File: config.mk
export PLATFORM = sky130hd
export DESIGN_NAME = writeback_unit
export DESIGN_NICKNAME = d
export VERILOG_FILES = /design/src/rtl/writeback_unit.sv
export SDC_FILE = /design/constraint.sdc
export NUM_CORES = 1
export LEC_CHECK = 0
export CAP_MARGIN = 20
export CORE_MARGIN = 4
export CORE_UTILIZATION = 28
export CTS_BUF_LIST = sky130_fd_sc_hd__clkbuf_16
export CTS_CLUSTER_DIAMETER = 80
export CTS_CLUSTER_SIZE = 24
export DETAILED_ROUTE_END_ITERATION = 10
export GPL_ROUTABILITY_DRIVEN = 1
export PLACE_DENSITY = 0.54
export SLEW_MARGIN = 25
export SYNTH_ARGS = -nofsm -noshare
export SYNTH_HDL_FRONTEND = slang
export SYNTH_SLANG_ARGS = --single-unit
File: constraint.sdc
create_clock -name clk -period 3.8 [get_ports clk]
set_clock_uncertainty 0.05 [all_clocks]
set_input_delay 0.57 -clock clk [delete_from_list [all_inputs] [get_ports clk]]
set_output_delay 0.57 -clock clk [all_outputs]
set_load 0.05 [all_outputs]
File: src/rtl/writeback_unit.sv
// Writeback stage: merges ALU results and FIFO-buffered load results onto the register-file write port.
// Define WB_BYPASS_EN to add the combinational forwarding outputs fwd_valid/fwd_addr/fwd_data.
module writeback_unit #(
  parameter int unsigned LQ_DEPTH     = 4,
  parameter int unsigned STARVE_LIMIT = 8
) (
  input  logic        clk,
  input  logic        reset,
  input  logic        alu_valid,
  input  logic [2:0]  alu_rd,
  input  logic [15:0] alu_data,
  output logic        alu_stall,
  input  logic        mem_valid,
  output logic        mem_ready,
  input  logic [2:0]  mem_rd,
  input  logic [15:0] mem_data,
  input  logic        issue_valid,
  input  logic [2:0]  issue_rd,
  output logic [7:0]  pending,
  output logic        write_enable,
  output logic [2:0]  write_addr,
  output logic [15:0] write_data,
  output logic        protocol_err
`ifdef WB_BYPASS_EN
  ,
  output logic        fwd_valid,
  output logic [2:0]  fwd_addr,
  output logic [15:0] fwd_data
`endif
);

  localparam int unsigned PW = (LQ_DEPTH > 1) ? $clog2(LQ_DEPTH) : 1;
  localparam int unsigned CW = $clog2(LQ_DEPTH + 1);
  localparam int unsigned SW = $clog2(STARVE_LIMIT + 1);
  localparam logic [CW-1:0] DEPTH_C       = CW'(LQ_DEPTH);
  localparam logic [SW-1:0] STARVE_LAST_C = SW'(STARVE_LIMIT - 1);

  logic [2:0]    lq_rd_q   [LQ_DEPTH];
  logic [15:0]   lq_data_q [LQ_DEPTH];
  logic [PW-1:0] wr_ptr_q, wr_ptr_d, rd_ptr_q, rd_ptr_d;
  logic [CW-1:0] count_q, count_d;
  logic [SW-1:0] starve_q, starve_d;
  logic          stall_q, stall_d;
  logic [7:0]    pend_q, pend_d;
  logic          err_q, err_d;
  logic          we_q, we_d;
  logic [2:0]    waddr_q, waddr_d;
  logic [15:0]   wdata_q, wdata_d;

  logic          alu_take, fifo_ne, pop, push, sel_valid;
  logic [2:0]    sel_rd;
  logic [15:0]   sel_data;

  assign mem_ready    = (count_q < DEPTH_C) & ~reset;
  assign alu_stall    = stall_q;
  assign pending      = pend_q;
  assign write_enable = we_q;
  assign write_addr   = waddr_q;
  assign write_data   = wdata_q;
  assign protocol_err = err_q;

  // Only entries present at the start of the cycle may be popped, so a load
  // spends at least one full cycle in the FIFO before it is written back.
  always_comb begin
    alu_take  = alu_valid & ~stall_q;
    fifo_ne   = (count_q != '0);
    pop       = ~alu_take & fifo_ne;
    push      = mem_valid & mem_ready;
    sel_valid = alu_take | pop;
    sel_rd    = '0;
    sel_data  = '0;
    if (alu_take) begin
      sel_rd   = alu_rd;
      sel_data = alu_data;
    end else if (pop) begin
      sel_rd   = lq_rd_q[rd_ptr_q];
      sel_data = lq_data_q[rd_ptr_q];
    end
  end

`ifdef WB_BYPASS_EN
  assign fwd_valid = sel_valid & (sel_rd != '0);
  assign fwd_addr  = sel_rd;
  assign fwd_data  = sel_data;
`endif

  always_comb begin
    wr_ptr_d = push ? wr_ptr_q + PW'(1) : wr_ptr_q;
    rd_ptr_d = pop  ? rd_ptr_q + PW'(1) : rd_ptr_q;
    count_d  = count_q;
    if (push && !pop)      count_d = count_q + CW'(1);
    else if (pop && !push) count_d = count_q - CW'(1);

    stall_d  = 1'b0;
    starve_d = '0;
    if (alu_take && fifo_ne) begin
      if (starve_q == STARVE_LAST_C) stall_d  = 1'b1;
      else                           starve_d = starve_q + SW'(1);
    end

    we_d    = sel_valid & (sel_rd != '0);
    waddr_d = sel_rd;
    wdata_d = sel_data;

    // Set is applied after clear so a same-cycle reissue keeps the bit set.
    pend_d = pend_q;
    if (pop && sel_rd != '0)                pend_d[sel_rd]   = 1'b0;
    if (issue_valid && issue_rd != '0)      pend_d[issue_rd] = 1'b1;
    pend_d[0] = 1'b0;

    err_d = err_q
          | (alu_valid & stall_q)
          | (issue_valid & (issue_rd != '0) & pend_q[issue_rd])
          | (alu_valid & pend_q[alu_rd])
          | (push & ~pend_q[mem_rd]);
  end

  always_ff @(posedge clk) begin
    if (push) begin
      lq_rd_q[wr_ptr_q]   <= mem_rd;
      lq_data_q[wr_ptr_q] <= mem_data;
    end
  end

  always_ff @(posedge clk) begin
    if (reset) begin
      wr_ptr_q <= '0;
      rd_ptr_q <= '0;
      count_q  <= '0;
      starve_q <= '0;
      stall_q  <= 1'b0;
      pend_q   <= '0;
      err_q    <= 1'b0;
      we_q     <= 1'b0;
      waddr_q  <= '0;
      wdata_q  <= '0;
    end else begin
      wr_ptr_q <= wr_ptr_d;
      rd_ptr_q <= rd_ptr_d;
      count_q  <= count_d;
      starve_q <= starve_d;
      stall_q  <= stall_d;
      pend_q   <= pend_d;
      err_q    <= err_d;
      we_q     <= we_d;
      waddr_q  <= waddr_d;
      wdata_q  <= wdata_d;
    end
  end

endmodule
Yosys cells after proc, flatten, opt, wreduce, memory -nomap -nowiden

Memories as Yosys holds them, arrays and structs flattened. A register that Yosys moved wholly into a read port is not among the register bits.
Index checks and enable logic that the tools add are counted.

Add/sub/neg operators: 5
Order comparisons: 7
Eq/ne operators: 1
Mux-type cells: 25
Bitwise gates (word level): 23
Reduce and logical (&&, ||, !) cells: 15

Operator list:

| operator              | count |
|---|---|
| $mux W16              | 2 |
| $lt A3 B4 Y1 const B  | 4 |
| $mux W8               | 2 |
| $mux W3               | 4 |
| $and A1 B1 Y1         | 10 |
| $bmux W1 S3           | 3 |
| $reduce_bool A3 Y1    | 3 |
| $and A8 B8 Y8         | 1 |
| $mux W1               | 8 |
| $mux W2               | 4 |
| $not A8 Y8            | 1 |
| $or A8 B8 Y8          | 1 |
| $logic_and A1 B1 Y1   | 7 |
| $demux W1 S3          | 2 |
| $ge A3 B1 Y1 const B  | 2 |
| $not A1 Y1            | 5 |
| $or A1 B1 Y1          | 5 |
| $add A2 B1 Y2 const B | 2 |
| $add A4 B1 Y4 const B | 1 |
| $eq A4 B3 Y1 const B  | 1 |
| $add A3 B1 Y3 const B | 1 |
| $lt A3 B3 Y1 const B  | 1 |
| $reduce_or A3 Y1      | 1 |
| $sub A3 B1 Y3 const B | 1 |
| other kinds (3)       | 4 |

Register bits: 41
Bits in writable memories: 76
Input bits: 46
Output and inout bits: 31
Word-level logic and storage cells: 89
Memories kept: 2

Memory list:

| memory    | depth | bits a word | read ports | clocked after memory_dff | wr ports | RTL line | source |
|---|---|---|---|---|---|---|---|
| lq_data_q | 4     | 16          | 1          | 1                        | 1        | 39       | `logic [15:0] lq_data_q [LQ_DEPTH];` |
| lq_rd_q   | 4     | 3           | 1          | 1                        | 1        | 38       | `logic [2:0] lq_rd_q [LQ_DEPTH];` |

Depth between registers and ports, before layout

Gate-level depths: netlist of the first run.

Depth after elaboration: 15
Mapped depth: 10
Depth with buffers taken out: 8

Worst setup path after synthesis of the first run

No wires, ideal clock.

Path kind: input port to flip-flop
From: in reset
To: reg count_q[2]
Setup time: 70 ps
Arrival time: 3042 ps
Data required time: 3680 ps
Path slack: 638 ps
Stages: 10
Buffers on the path: 2
Cells stage by stage: clkbuf_1 -> nor2_1 -> and2_1 -> clkbuf_1 -> ha_1 -> inv_1 -> fa_1 -> xor2_1 -> or3_1 -> a21oi_1

Longest elaborated chain between the ends: 6
Elaborated cells on any way between the ends: 8
Classes of those cells: mux: 1; bitwise: 3; reduce/logical: 4

Ends and longest elaborated chain:

| what                         | RTL line | source |
|---|---|---|
| start, declared              | 8        | `input logic reset,` |
| $not A1 Y1 (*)               | 54       | `assign mem_ready = (count_q < DEPTH_C) & ~reset;` |
| $and A1 B1 Y1 (*)            | 54       |  |
| net mem_ready                | 14       | `output logic mem_ready,` |
| $and A1 B1 Y1 (*)            | 68       | `push = mem_valid & mem_ready;` |
| net push                     | 50       | `logic alu_take, fifo_ne, pop, push, sel_valid;` |
| $logic_not A1 Y1             | 92       | `else if (pop && !push) count_d = count_q - CW'(1);` |
| $logic_and A1 B1 Y1          | 92       |  |
| $reduce_bool A2 Y1 (no line) | n/a      |  |
| end signal, assigned         | 140      | `count_q <= count_d;` |
| end, declared                | 41       | `logic [CW-1:0] count_q, count_d;` |

The timed path passes the listed nets; every way through them passes the cells marked *.
A chain may end at the register's enable or synchronous reset.

Final worst setup path of the first run

From: in reset
To: out mem_ready

Longest elaborated chain between the ends: 2

Ends and longest elaborated chain:

| what          | RTL line |
|---|---|
| $not A1 Y1    | 54 |
| $and A1 B1 Y1 | 54 |
| end, declared | 14 |

Every way passes these cells.

==> results.ini, run 1 <==
[timing]
hold_viol = 0
slew_viol_final = 0
relSlewSlack_pct = 65.8
tns_ps = 0
fin_crit_ps = 2750
post-route-period-util_pct = 72.4
worstMarginPinSlew_ps = 512
fmax_ghz = 0.364
rsz0062_at_grt = no
setup_viol = 0

[place]
dp.cells = 568
port_buffers = 75
dp_hpwl_um = 6520
place_congestion = 0.786

[power]
max-vdd-ir-drop_v = 0.000330
powerDensity_nw_per_um2 = 656
p_leak_nw = 2.14

[setup_path]
crit_path_end_kind = output pin
criticalPathCategory = primary input to output pin
critPathMaxStageDelay_ps = 870
ff2ff_path_depth = 8
required_ps = 3180
crit_cells = 3
critPathMostFrequentCell = clkdlybuf4s50_1
cp_slowest_cell = clkdlybuf4s50_1
crit_chain = clkdlybuf4s50_1 > nor2_1 > clkdlybuf4s50_1
cp-start-kind = primary input
worstPathMaxFanout = 6
critPathArrivalTime_ps = 2130
critPathBufInv = 2
crit_family = buffers and inverters

[synth]
syn_area_um2 = 4570
async_flop_share_pct = 0
syn_avg_cell_area_um2 = 16.2
synth-seq-area-share_pct = 68.3
synth_cells = 282
synth_nets = 335
ys_seq_elements = 118
synth_flop_cell = edfxtp_1
ys_types = 44
synth_edf_count = 76
ys_warn_count = 0

[clock_tree]
clkLatencyLatePin_ps = 400
post_cts_buffers = 0
hold_buffers = 0
path_clk_slew_ps = 50
cts_root_buffer = clkbuf_16
htreeDepth = 4
cts_resized = 0
clkSinkCount = 118
cts_tree = done
cts_buffer_depth = 2
cts_made_buffers = 17

[routing]
drtPass1Iterations = 4
vias_per_cell = 4.49
first_iter_violations = 146
vias = 2692
drcViolationCount = 0
drt-total-wl_um = 9790
drtAntennaViolNets = 0
routedWlPerCell_um = 16.3

[global_routing]
grt_pass1_vias = 2913
grt_max_degree = 24
grt_pass1_wl_um = 15800
antenna_found_initial = 0
grt_usage_pct = 11.5
grt-ovfl-total = 0

[cells_and_area]
fillers = 1485
final_cell_mix = 76 x edfxtp_1, 75 x clkdlybuf4s50_1, 42 x dfxtp_1
syn2layout_area_growth_pct = 35.8
final_common_cell = edfxtp_1
fin_cells = 600
postLayoutCoreUtil_pct = 39.0
drive_above_1_share_pct = 13.8
final_nets = 424
antenna_cells = 0

[floorplanning]
io_pins = 77
initial_core_util_pct = 28.7
die_area_um2 = 18400
die_height_um = 136
rows = 46
coreArea_um2 = 15900
die_x_um = 136

[min_path]
hold_depth = 1
hold_path_class = register to register

[run_status]
outcome = finished clean

[job]
cap_violations = 0

==> report_power, final <==
| part | switching [mW] | internal [mW] |
|---|---|---|
| combinational | 0.487 | 0.370 |
| sequential | 0.0615 | 1.49 |
| clock | 0.522 | 1.14 |
| total | 1.07 | 3.01 |
==> layer usage <==
layer / vias up / global-route usage (%) / share of wire (%)
li1: 1290 / - / -
met1: 1334 / 13.4 / 42
met2: 58 / 19.4 / 53
met3: 10 / 3.42 / 4.0
met4: 0 / 5.38 / 1.4
met5: - / 0 / 0
==> cell usage after synthesis (5+ instances only) <==
cell,n,area share (%)
ha_1,6,1.6
mux4_1,5,2.9
mux4_2,16,7.9
nor2_1,18,1.5
a21oi_1,11,1.2
nand3_1,9,0.98
nand2_1,8,0.66
dfxtp_1,42,18
clkbuf_1,7,0.57
mux2i_1,7,1.5
o31ai_1,5,0.82
edfxtp_1,76,50
a22o_1,16,3.1
==> registers in the layout, indices dropped and copies added (netlist names), named ones only <==
name and cells:
wr_ptr_q 2, rd_ptr_q 2, starve_q 4, protocol_err 1, write_addr 3, alu_stall 1, lq_data_q 64, write_enable 1
write_data 16, lq_rd_q 12, count_q 3, pending 7
==> cells by family after synthesis <==
| family | synth area share (%) |
|---|---|
| other cells | 0.0820 |
| mux | 12.5 |
| simple gates | 6.37 |
| compound gates | 7.72 |
| flops | 68.3 |
| fa+ha+maj | 2.08 |
| buf+inv | 1.78 |
| xor+xnor | 1.15 |
==> path summary, 6_finish.rpt <==
kind               start          end  slack [ps]
max                reset    mem_ready        1050
min          starve_q[0]  starve_q[0]         410
max reg2reg   count_q[0]   count_q[2]        1330
min reg2reg  starve_q[0]  starve_q[0]         410
==> final cells by class <==
cell class                      instances  area [um2]  share of cell area, %
Clock buffer                           17         425                   6.85
Clock inverter                         15         193                   3.10
Inverter                                3        11.3                  0.181
Multi-Input combinational cell        147        1370                   22.1
Sequential cell                       118        3120                   50.3
Tap cell                              216         270                   4.35
Timing Repair Buffer                   84         818                   13.2
==> stage by stage <==
| step | setup slack, ps | hold slack (ps) | cell area [um2] | total power, mW |
|---|---|---|---|---|
| global route | 968 | 443 | 6210 | 4.26 |
| finish | 1050 | 405 | 6210 | 4.08 |
| CTS | 1030 | 415 | 6210 | 4.13 |
| global placement | 880 | 390 | 5590 | 2.44 |
| detailed placement | 844 | 408 | 5590 | 2.45 |
| floorplan | 638 | 377 | 4570 | 2.17 |
No activity file was read; power rests on OpenSTA's default activity.
==> run 2: changes to the inputs <==
clock period = 2.69 ns   (was 3.8 ns; I/O delays follow)
==> run 2 against run 1 <==
  * Non-clock buffer count up 6
  * Critical path type is now register to register
  * Largest power group is now registers
  * Utilization up 0.086 points
  * Sequential share of layout area down 0.11 points
  * Worst setup slack worse by 630 ps
==> results.ini, run 2 (synthesis results as in run 1) <==
[global_routing]
antenna_found_initial = 0  ; unchanged
grt_max_degree = 23  ; was 24
grt-ovfl-total = 0  ; unchanged
grt_pass1_wl_um = 15700  ; was 15,800 um
grt_pass1_vias = 2897  ; was 2,913
grt_usage_pct = 11.5  ; about the same

[clock_tree]
clkLatencyLatePin_ps = 400  ; about the same
cts_root_buffer = clkbuf_16  ; unchanged
cts_made_buffers = 17  ; unchanged
cts_tree = done  ; unchanged
clkSinkCount = 118  ; unchanged
cts_buffer_depth = 2  ; unchanged
htreeDepth = 4  ; unchanged
path_clk_slew_ps = 50  ; about the same
cts_resized = 0  ; unchanged
hold_buffers = 0  ; unchanged
post_cts_buffers = 0  ; unchanged

[place]
dp_hpwl_um = 6860  ; was 6520 um
port_buffers = 75  ; unchanged
place_congestion = 0.759  ; was 0.786
pre_cts_slack_ps = 88.9  ; was 844 ps
place_area_um2 = 5650  ; was 5590 um2
dp.cells = 574  ; was 568

[setup_path]
critPathMostFrequentCell = or3_1  ; was clkdlybuf4s50_1
critPathMaxStageDelay_ps = 410  ; was 870 ps
crit_path_end_kind = register  ; was output pin
critPathBufInv = 1  ; was 2
critPathArrivalTime_ps = 2550  ; was 2130 ps
worstPathMaxFanout = 4  ; was 6
crit_chain = or3_1 > nand2_1 > ha_1 > inv_1 > fa_1 > xor2_1 > or3_1 > a21oi_1  ; was clkdlybuf4s50_1 > nor2_1 > clkdlybuf4s50_1
cp-start-kind = register  ; was primary input
criticalPathCategory = register to register  ; was primary input to output pin
required_ps = 2970  ; was 3180 ps
cp_slowest_cell = or3_1  ; was clkdlybuf4s50_1
crit_family = simple AND/OR/NAND/NOR gates  ; was buffers and inverters

[timing]
fin_crit_ps = 2270
post-route-period-util_pct = 84.3
whs_ps = 411  ; was 405 ps
slew_viol_final = 0  ; unchanged
setup_viol = 0  ; unchanged
hold_viol = 0  ; unchanged
relSlewSlack_pct = 38.0  ; was 65.8%
rsz0062_at_grt = no  ; unchanged
tns_ps = 0  ; unchanged
final.setup.worst_slack_ps = 423  ; was 1050 ps
fmax_ghz = 0.441
worstMarginPinSlew_ps = 926  ; was 512 ps

[power]
p_leak_nw = 2.17  ; was 2.14 nW
max-vdd-ir-drop_v = 0.000433  ; was 0.000330 V
total_power_mw = 5.58  ; was 4.08 mW
powerDensity_nw_per_um2 = 897  ; was 656 nW/um2

[routing]
drcViolationCount = 0  ; unchanged
vias = 2693  ; was 2,692
first_iter_violations = 185  ; was 146
routedWlPerCell_um = 16.4  ; was 16.3 um
vias_per_cell = 4.44  ; was 4.49
drtPass1Iterations = 4  ; unchanged
drt-total-wl_um = 9950  ; was 9790 um
drtAntennaViolNets = 0  ; unchanged

[min_path]
hold_path_class = register to register  ; unchanged

[run_status]
outcome = finished clean  ; unchanged

[cells_and_area]
final_cell_mix = 76 x edfxtp_1, 74 x clkdlybuf4s50_1, 42 x dfxtp_1  ; was 76 x edfxtp_1, 75 x clkdlybuf4s50_1, 42 x dfxtp_1
drive_above_1_share_pct = 15.4  ; was 13.8%
fin_cells = 606  ; was 600
final_common_cell = edfxtp_1  ; unchanged
final_nets = 430  ; was 424
syn2layout_area_growth_pct = 36.1  ; was 35.8%
postLayoutCoreUtil_pct = 39.1  ; was 39.0%
antenna_cells = 0  ; unchanged
top_register = lq_data_q  ; unchanged
fillers = 1485  ; unchanged
largest_reg_flops = 64  ; unchanged
stdcell_area_um2 = 6230  ; was 6210 um2

[job]
cap_violations = 0  ; unchanged

[floorplanning]
initial_core_util_pct = 28.7  ; unchanged
die_area_um2 = 18400  ; unchanged
coreArea_um2 = 15900  ; unchanged
io_pins = 77  ; unchanged
die_height_um = 136  ; unchanged
die_x_um = 136  ; unchanged
rows = 46  ; unchanged

[run 2: cell types whose count changed in the layout (fill, tap and decap cells not counted)]
cell	change
clkinv_2	+1
clkinv_1	-2
clkinv_4	+1
nor2_2	-1
bufinv_16	-2
buf_4	+6
inv_1	+2
nor2_4	+1
clkdlybuf4s50_1	-1
buf_12	+1
[run 2: final timing paths]
kind	start	slack (ps)	cells past startpoint	endpoint
setup reg to reg	count_q[2]	420	8	count_q[2]
hold / removal	starve_q[0]	410	1	starve_q[0]
setup / recovery	count_q[2]	420	8	count_q[2]
hold reg to reg	starve_q[0]	410	1	starve_q[0]
[run 2: metal layers]
layer | wire [um] | up-vias | global-route usage (%)
li1 | - | 1301 | -
met1 | 4290 | 1342 | 13.5
met2 | 5290 | 41 | 19.7
met3 | 251 | 9 | 2.71
met4 | 116 | 0 | 5.54
met5 | 0 | - | 0
[run 2: where the power goes]
group	internal (mW)	switching, mW
Sequential	2.11	0.0895
Clock	1.42	0.721
Combinational	0.558	0.682
[run 2: worst register-to-register path: stages, from the launching register on]
cell and delay [ps]:
dfxtp_1 340, or3_1 410, nand2_1 140, ha_1 210
inv_1 60, fa_1 380, xor2_1 160, or3_1 300
a21oi_1 140
[run 2: cell type report]
| type | count | area [um2] | area share (%) |
|---|---|---|---|
| clock buffers | 17 | 425 | 6.83 |
| inverters | 3 | 11.3 | 0.181 |
| well taps | 216 | 270 | 4.34 |
| flip-flops and latches | 118 | 3120 | 50.2 |
| repair buffers | 90 | 873 | 14.0 |
| clock inverters | 15 | 146 | 2.35 |
| multi-input cells | 147 | 1380 | 22.1 |
==> run 3: changes to the inputs <==
PLACE_DENSITY = 0.55   (was 0.54)
clock period = 2 ns   (was 2.69 ns; I/O delays follow)
==> run 3 against run 2 <==
  * The flow now finishes with violations (setup timing)
  * Die area stayed put
  * Global-route usage rose by 0.36 points
  * Sequential power grew 34%
  * Count of clock-buffer cells in the layout unchanged
  * Highest routed layer unchanged
  * Flip-flop and latch count stayed put
==> results.ini, run 3 (synthesis results as in run 1) <==
[global_routing]
grt_usage_pct = 11.8  ; was 11.5%
grt_pass1_wl_um = 16400  ; was 15,700 um
grt_max_degree = 24  ; was 23
global_route.usage.met3_pct = 3.71  ; was 2.71%
antenna_found_initial = 0  ; unchanged
use_met2_pct = 20.6  ; was 19.7%
grt-ovfl-total = 0  ; unchanged
grt_pass1_vias = 3016  ; was 2,897
grt_busiest_layer = met2  ; unchanged
met1_usage_pct = 13.8  ; was 13.5%

[cells_and_area]
multiInputGateArea_um2 = 1410  ; was 1380 um2
drive_above_1_share_pct = 20.9  ; was 15.4%
fillers = 1447  ; was 1,485
fin_cells = 618  ; was 606
largest_reg_flops = 64  ; unchanged
final-seq-area_um2 = 3130  ; was 3120 um2
top_register = lq_data_q  ; unchanged
antenna_cells = 0  ; unchanged
syn2layout_area_growth_pct = 39.6  ; was 36.1%
postLayoutCoreUtil_pct = 40.0  ; was 39.1%
stdcell_area_um2 = 6380  ; was 6230 um2
final_nets = 442  ; was 430
final_cell_mix = 76 x edfxtp_1, 66 x clkdlybuf4s50_1, 40 x dfxtp_1  ; was 76 x edfxtp_1, 74 x clkdlybuf4s50_1, 42 x dfxtp_1
final_common_cell = edfxtp_1  ; unchanged

[place]
place_congestion = 0.769  ; was 0.759
place_area_um2 = 5840  ; was 5650 um2
dp_hpwl_um = 6910  ; was 6860 um
port_buffers = 75  ; unchanged
pre_cts_slack_ps = -300  ; was 88.9 ps
dp.cells = 586  ; was 574

[setup_path]
cp-start-kind = register  ; unchanged
critPathArrivalTime_ps = 2300  ; was 2550 ps
criticalPathCategory = register to register  ; unchanged
cp_slowest_cell = or3_4  ; was or3_1
reg2reg_setup_slack_ps = -8  ; was 420 ps
required_ps = 2290  ; was 2970 ps
r2r_start = count_q[2]  ; unchanged
worstPathMaxFanout = 2  ; was 4
ff2ff_path_depth = 8  ; unchanged
critPathMaxStageDelay_ps = 400  ; was 410 ps
crit_path_end_kind = register  ; unchanged
worstReg2RegEnd = count_q[2]  ; unchanged
crit_chain = or3_4 > nand2_4 > ha_4 > inv_1 > fa_2 > xor2_1 > or3_1 > a21oi_1  ; was or3_1 > nand2_1 > ha_1 > inv_1 > fa_1 > xor2_1 > or3_1 > a21oi_1

[timing]
relSlewSlack_pct = 64.9  ; was 38.0%
whs_ps = 413  ; was 411 ps
rsz0062_at_grt = yes  ; was no
fmax_ghz = 0.498  ; was 0.441 GHz
slew_viol_final = 0  ; unchanged
hold_viol = 0  ; unchanged
fin_crit_ps = 2010  ; was 2270 ps
setup_viol = 1  ; was 0
worstMarginPinSlew_ps = 525  ; was 926 ps
tns_ps = -8.09  ; was 0 ps
post-route-period-util_pct = 100  ; was 84.3%
final.setup.worst_slack_ps = -8.09  ; was 423 ps

[floorplanning]
die_x_um = 136  ; unchanged
initial_core_util_pct = 28.7  ; unchanged
die_height_um = 136  ; unchanged
io_pins = 77  ; unchanged
coreArea_um2 = 15900  ; unchanged
rows = 46  ; unchanged
die_area_um2 = 18400  ; unchanged

[clock_tree]
cts_buffer_depth = 2  ; unchanged
path_clk_slew_ps = 50  ; about the same
cts_tree = done  ; unchanged
cts_root_buffer = clkbuf_16  ; unchanged
htreeDepth = 4  ; unchanged
cts_made_buffers = 17  ; unchanged
hold_buffers = 0  ; unchanged
clkSinkCount = 118  ; unchanged
clkLatencyLatePin_ps = 410  ; was 400 ps

[routing]
routedWlPerCell_um = 16.5  ; was 16.4 um
first_iter_violations = 148  ; was 185
vias = 2787  ; was 2,693
drcViolationCount = 0  ; unchanged
drtAntennaViolNets = 0  ; unchanged
drtPass1Iterations = 4  ; unchanged
vias_per_cell = 4.51  ; was 4.44
drt-total-wl_um = 10200  ; was 9950 um

[power]
total_power_mw = 7.50  ; was 5.58 mW
p_leak_nw = 2.27  ; was 2.17 nW
powerDensity_nw_per_um2 = 1170  ; was 897 nW/um2
max-vdd-ir-drop_v = 0.000685  ; was 0.000433 V

[min_path]
hold_path_class = register to register  ; unchanged
min_to = starve_q[0]  ; unchanged
min_from = starve_q[0]  ; unchanged
hold_depth = 1  ; unchanged

[run_status]
failed_checks = setup timing
outcome = complete, but fails checks  ; was finished clean

[job]
cap_violations = 0  ; unchanged

## run 3: changes by cell type in the layout (fill, tap and decap cells not counted), moves of 2 or more
cell             before  now
dfxtp_1              42   40
clkdlybuf4s50_1      74   66
clkinv_2              2    4
clkinv_4              1    3
buf_12                1    7
dlygate4sd2_1         0    8
clkinv_1              5    1
bufinv_16             3    1
clkinvlp_4            1    4
buf_4                15   21
dfxtp_2               0    2
## run 3: what timing repair did
action	in CTS	in global routing
pin swaps	1	0
resized for setup	11	1
setup endpoints to repair	9	3
setup buffers	0	0
## run 3: routing by layer
metal  vias to the layer above  wire [um]
met5                         -          0
met4                         0        167
met3                        15        430
met2                        53       5410
met1                      1389       4180
li1                       1330          -
## run 3: area by class of cell
| cell class | count | area share [%] |
|---|---|---|
| clock inverter | 15 | 1.84 |
| timing repair buffer | 102 | 16.1 |
| multi-input combinational | 147 | 22.0 |
| tap | 216 | 4.23 |
| inverter | 3 | 0.176 |
| sequential | 118 | 49.0 |
| clock buffer | 17 | 6.66 |
## run 3: critical path: cells and delay by family, from the launching register on
kind / cells / cell delay [ps]
buffers and inverters: 1 / 40
DFF: 1 / 310
adders and majority gates: 2 / 460
AOI/OAI and AO/OA: 1 / 120
and+or+nand+nor: 3 / 800
xor gates and xnor gates: 1 / 160
## run 3: where the power goes
| group | total (mW) | internal [mW] | switching (mW) |
|---|---|---|---|
| registers | 2.95 | 2.84 | 0.109 |
| clock network | 2.74 | 1.68 | 1.06 |
| logic | 1.81 | 0.840 | 0.970 |
| total | 7.50 | 5.36 | 2.14 |
## run 3: how the worst max path moves through the flow
stage / start / to / slack [ps]
6_report: count_q[2] / count_q[2] / -8
5_1_grt: count_q[2] / count_q[2] / -80
4_1_cts: count_q[2] / count_q[2] / -6
3_5_place_dp: alu_valid / count_q[2] / -300
3_3_place_gp: alu_valid / count_q[2] / -230
2_1_floorplan: reset / count_q[2] / -240
